`src/rtl/arb_pkg.sv`:
```
// Shared types, constants and one-hot helpers for the ring round-robin arbiter.
// Active-low one-hot is used for both the priority pointer and the grant bus.
package arb_pkg;

    localparam int NUM_REQ = 4;

    typedef enum logic {
        IDLE  = 1'b0,
        GRANT = 1'b1
    } state_t;

    localparam logic [3:0] GRANT_NONE_N = 4'b1111;
    localparam logic [3:0] PTR_RESET_N  = 4'b1110;

    function automatic logic [3:0] idx_to_onehot_n(input logic [1:0] idx);
        return ~(4'b0001 << idx);
    endfunction

    function automatic logic [1:0] onehot_n_to_idx(input logic [3:0] v_n);
        logic [1:0] idx;
        case (1'b1)
            !v_n[0]: idx = 2'd0;
            !v_n[1]: idx = 2'd1;
            !v_n[2]: idx = 2'd2;
            !v_n[3]: idx = 2'd3;
            default: idx = 2'd0;
        endcase
        return idx;
    endfunction

endpackage

```
`src/rtl/rr_pick.sv`:
```
// Combinational winner search: first set request at or after the pointer,
// scanning upward modulo four.
module rr_pick
    import arb_pkg::*;
(
    input  logic [3:0] req,
    input  logic [3:0] ptr_n,
    output logic [1:0] win_idx,
    output logic       win_valid
);

    logic [1:0] base;
    logic [1:0] cand;

    always_comb begin
        win_idx   = 2'd0;
        win_valid = 1'b0;
        base      = onehot_n_to_idx(ptr_n);
        cand      = 2'd0;
        // Scan farthest-first so the nearest hit overwrites and wins.
        for (int k = NUM_REQ - 1; k >= 0; k--) begin
            cand = base + 2'(k);
            if (req[cand]) begin
                win_idx   = cand;
                win_valid = 1'b1;
            end
        end
    end

endmodule

```
`src/rtl/ring_rr_arbiter.sv`:
```
// Four-way round-robin arbiter with held grants and active-low one-hot outputs.
// Optional forced release after HOLD_MAX cycles: RING_RR_ARBITER_TIMEOUT_EN.
module ring_rr_arbiter
    import arb_pkg::*;
#(
    parameter int HOLD_MAX = 15,
    parameter int CNT_W    = 8
) (
    input  logic       clock,
    input  logic       reset,
    input  logic [3:0] req,
    input  logic [3:0] done,
    output logic [3:0] grant_n,
    output logic [1:0] owner,
    output logic       busy,
    output logic [3:0] ptr_n,
    output logic       timeout
);

    if (HOLD_MAX < 1 || HOLD_MAX > 255 || HOLD_MAX >= (2 ** CNT_W)) begin : g_param_chk
        $error("ring_rr_arbiter: HOLD_MAX out of range for CNT_W");
    end

    state_t     state;
    state_t     state_nxt;
    logic [3:0] grant_n_nxt;
    logic [3:0] ptr_n_nxt;
    logic [1:0] owner_nxt;
    logic       busy_nxt;
    logic       timeout_nxt;

    logic [1:0] win_idx;
    logic       win_valid;
    logic       rel_done;
    logic       expire;

    rr_pick u_pick (
        .req       (req),
        .ptr_n     (ptr_n),
        .win_idx   (win_idx),
        .win_valid (win_valid)
    );

    assign rel_done = done[owner];

`ifdef RING_RR_ARBITER_TIMEOUT_EN
    logic [CNT_W-1:0] cnt;
    logic [CNT_W-1:0] cnt_inc;

    // cnt_inc is the number of GRANT cycles including the current one.
    assign cnt_inc = cnt + CNT_W'(1);
    assign expire  = (state == GRANT) && !rel_done
                     && (cnt_inc == CNT_W'(HOLD_MAX));

    always_ff @(posedge clock) begin
        if (reset) begin
            cnt <= '0;
        end else if (state == GRANT) begin
            cnt <= cnt_inc;
        end else begin
            cnt <= '0;
        end
    end
`else
    assign expire = 1'b0;
`endif

    always_ff @(posedge clock) begin
        if (reset) begin
            state <= IDLE;
        end else begin
            state <= state_nxt;
        end
    end

    always_comb begin
        state_nxt = state;
        unique case (state)
            IDLE: begin
                if (win_valid) begin
                    state_nxt = GRANT;
                end
            end
            GRANT: begin
                if (rel_done || expire) begin
                    state_nxt = IDLE;
                end
            end
            default: state_nxt = IDLE;
        endcase
    end

    always_comb begin
        grant_n_nxt = grant_n;
        ptr_n_nxt   = ptr_n;
        owner_nxt   = owner;
        busy_nxt    = busy;
        timeout_nxt = 1'b0;
        unique case (state)
            IDLE: begin
                if (win_valid) begin
                    grant_n_nxt = idx_to_onehot_n(win_idx);
                    owner_nxt   = win_idx;
                    busy_nxt    = 1'b1;
                end
            end
            GRANT: begin
                // A real done takes precedence, so expire already excludes it.
                if (rel_done || expire) begin
                    grant_n_nxt = GRANT_NONE_N;
                    busy_nxt    = 1'b0;
                    ptr_n_nxt   = idx_to_onehot_n(owner + 2'd1);
                    timeout_nxt = expire;
                end
            end
            default: begin
                grant_n_nxt = GRANT_NONE_N;
                busy_nxt    = 1'b0;
            end
        endcase
    end

    always_ff @(posedge clock) begin
        if (reset) begin
            grant_n <= GRANT_NONE_N;
            ptr_n   <= PTR_RESET_N;
            owner   <= 2'd0;
            busy    <= 1'b0;
            timeout <= 1'b0;
        end else begin
            grant_n <= grant_n_nxt;
            ptr_n   <= ptr_n_nxt;
            owner   <= owner_nxt;
            busy    <= busy_nxt;
            timeout <= timeout_nxt;
        end
    end

endmodule

```
`config.mk`:
```
export PLATFORM = sky130hd
export DESIGN_NAME = ring_rr_arbiter
export DESIGN_NICKNAME = d
export VERILOG_FILES = /design/src/rtl/arb_pkg.sv /design/src/rtl/rr_pick.sv /design/src/rtl/ring_rr_arbiter.sv
export SDC_FILE = /design/constraint.sdc
export NUM_CORES = 1
export LEC_CHECK = 0
export CAP_MARGIN = 10
export CORE_MARGIN = 5
export CORE_UTILIZATION = 29
export CTS_BUF_LIST = sky130_fd_sc_hd__clkbuf_4
export DETAILED_ROUTE_END_ITERATION = 10
export PLACE_DENSITY = 0.63
export SYNTH_ARGS = -nofsm -noshare
export SYNTH_HDL_FRONTEND = slang
export SYNTH_SLANG_ARGS = --single-unit
```
`constraint.sdc`:
```
create_clock -name clock -period 2.7 [get_ports clock]
set_input_delay 0.405 -clock clock [delete_from_list [all_inputs] [get_ports clock]]
set_output_delay 0.405 -clock clock [all_outputs]
set_load 0.005 [all_outputs]
```
==> flow_summary.toml <==
[yosys]
ys_ff_latch = 12
synth_area_leader_cell = "dfxtp_1"
syn_inst = 84
synth_cell_types = 32
ys_top_cells_by_area = "dfxtp_1, o21ai_0, a21oi_1"
yosys_warnings = 0
synthFlopType = "dfxtp_1"
async_reset_ff_share_pct = 0
ys_seq_area_share_pct = 34.5
yosysTopAreaCellShare_pct = 34.5
ys_top_cells_by_count = "dfxtp_1, o21ai_0, nor2_1"
synth_edf_count = 0
synth.avg_cell_area_sq_um = 8.28
synth_nets = 94
yosysMostFrequentCell = "dfxtp_1"
syn-cell-area_sq_um = 696

[clocking]
h-tree-depth = 1
cts_hold_buf = 0
clockBufferDepth = 2
cts_resized = 0
insertion_delay_ns = 0.27
cts_tree = "yes"
postCtsSetupBuffers = 0
cts.sinks = 12
cts_buffers = 3
clkSlewWorstSetupHoldPaths_ns = 0.06
root_buffer = "clkbuf_4"

[drt]
wl_met1_um = 810
wl_um = 1620
vias_per_cell = 5.20
highest_layer = "met4"
routed-wl-met3_um = 143
drc = 0
wl_met2_um = 647
antenna_left = 0
via_count = 686
drt_iter0_drc = 25
dr.pass1.iters = 4
wl_per_cell_um = 12.3

[grt]
grt_first_pass_wirelength_um = 2670
grt_pass1_vias = 610
grt.total_usage_pct = 10.1
antenna_found_initial = 0
grt-ovfl-total = 0
grt_max_degree = 12

[timing]
rsz0062_at_grt = "false"
layout_min_cycle_time_ns = 2.00
finalMaxSlewViolations = 0
setup_ws_ns = 0.699
skew_ns = 0.00479
hold_viol_final = 0
setup_tns_ns = 0
min_period_over_period_pct = 74.1
max_freq_mhz = 500
final-setup-viol-count = 0

[floorplan]
row_count = 17
chipHeight_um = 59.0
start_util_pct = 30.9
die_area_sq_mm = 0.00348
die_width_um = 59.0
core_sq_mm = 0.00225
io_pins = 22

[cells_and_area]
area_growth_pct = 35.1
fill_cells = 244
layout.nets = 116
antennaDiodeCount = 0
layout-drive-gt1-share_pct = 8.65

[worst_setup_path]
cp-start-kind = "primary input"
crit_type = "primary input to flop"
path_max_fanout = 6
crit_path_end_kind = "flop"
crit_arrival_ns = 2.16
required_ns = 2.86

[power]
powerDensity_mw_per_mm2 = 446
comb_power_share_pct = 24.8
power_leakage_nw = 0.336
power_frac_seq_pct = 49.9
p_sw_share_pct = 27.9
peakVddDrop_mv = 0.299
power.switching_w = 0.000117
internal_power_w = 0.000302
power_frac_clock_pct = 25.3

[place]
io_buffers = 20
dp_slack_ns = 0.436
gp_congestion = 0.739
dp_hpwl_um = 1240

[run]
drv_cap = 0

[status]
outcome = "finished, final reports clean"

[worst_hold_path]
hp-class = "flop to flop"
## flip-flops by register name, summed over array words and instances (netlist names)
| register | count |
|---|---|
| ptr_n | 4 |
| busy | 1 |
| state | 1 |
| owner | 2 |
| grant_n | 4 |
## kinds of logic after synthesis
kind of cell | Yosys count | share of synthesized area [%]
compound gates | 33 | 33.1
simple gates | 26 | 20.9
flops | 12 | 34.5
other cells | 1 | 0.539
buf+inv | 10 | 6.29
mux | 2 | 4.68
## critical path: stages
cell,delay (ns)
clkdlybuf4s50_1,0.50
or3b_1,0.42
a211oi_2,0.20
o221a_2,0.22
a211oi_2,0.06
o32a_1,0.36
## power by group through the flow
| stage | Clock (W) | Sequential (W) | Combinational, W |
|---|---|---|---|
| after floorplan | 0 | 0.000208 | 0.0000604 |
| after global placement | 0 | 0.000213 | 0.000104 |
| after detailed placement | 0 | 0.000213 | 0.000104 |
| after CTS | 0.000110 | 0.000209 | 0.000105 |
| after global routing | 0.000119 | 0.000212 | 0.000114 |
| final | 0.000106 | 0.000209 | 0.000104 |
## per-stage QoR
step	power [W]	utilization, %	hold slack (ns)	cell area [sq um]	std cells
finish	0.000419	41.7	0.450	940	132
detailed placement	0.000317	40.7	0.439	917	129
CTS	0.000423	41.7	0.451	940	132
floorplan	0.000268	-	0.440	696	84
global placement	0.000317	40.7	0.445	917	129
global route	0.000446	41.7	0.475	940	132
## final timing paths
kind / from / to / slack (ns) / cells past startpoint
worst max-delay path: req[3] / grant_n[3] / 0.70 / 6
worst min-delay path: grant_n[0] / grant_n[0] / 0.45 / 2
worst max register to register: owner[0] / grant_n[3] / 0.82 / 5
worst min register to register: grant_n[0] / grant_n[0] / 0.45 / 2
## layer usage
metal | global-route usage [%] | vias up
met1 | 13.0 | 306
met5 | 0 | -
met4 | 3.88 | 0
li1 | - | 355
met3 | 5.23 | 2
met2 | 14.2 | 23
## cell type report
class                           instances  area, sq um  share of cell area (%)
Sequential cell                        12          240                    25.6
Timing Repair Buffer                   21          208                    22.1
Tap cell                               28         35.0                    3.73
Multi-Input combinational cell         62          412                    43.8
Inverter                                6         22.5                    2.40
Clock buffer                            3         22.5                    2.40
## placed cells by master, fill, tap and decap left out, types with 2 or more instances in the layout
cell type and count:
nor2_1 7, o21ai_0 9, nor3_1 2, clkdlybuf4s50_1 20, nand3b_1 3, o21a_1 4
nor2b_1 2, nor4_1 2, dfxtp_1 12, a211oi_1 2, a31oi_1 2, clkbuf_4 3
a211oi_2 2, nand2b_1 4, inv_1 6, o32a_1 2, a32oi_1 2, a21oi_1 6
(Power assumes the default switching activity.)
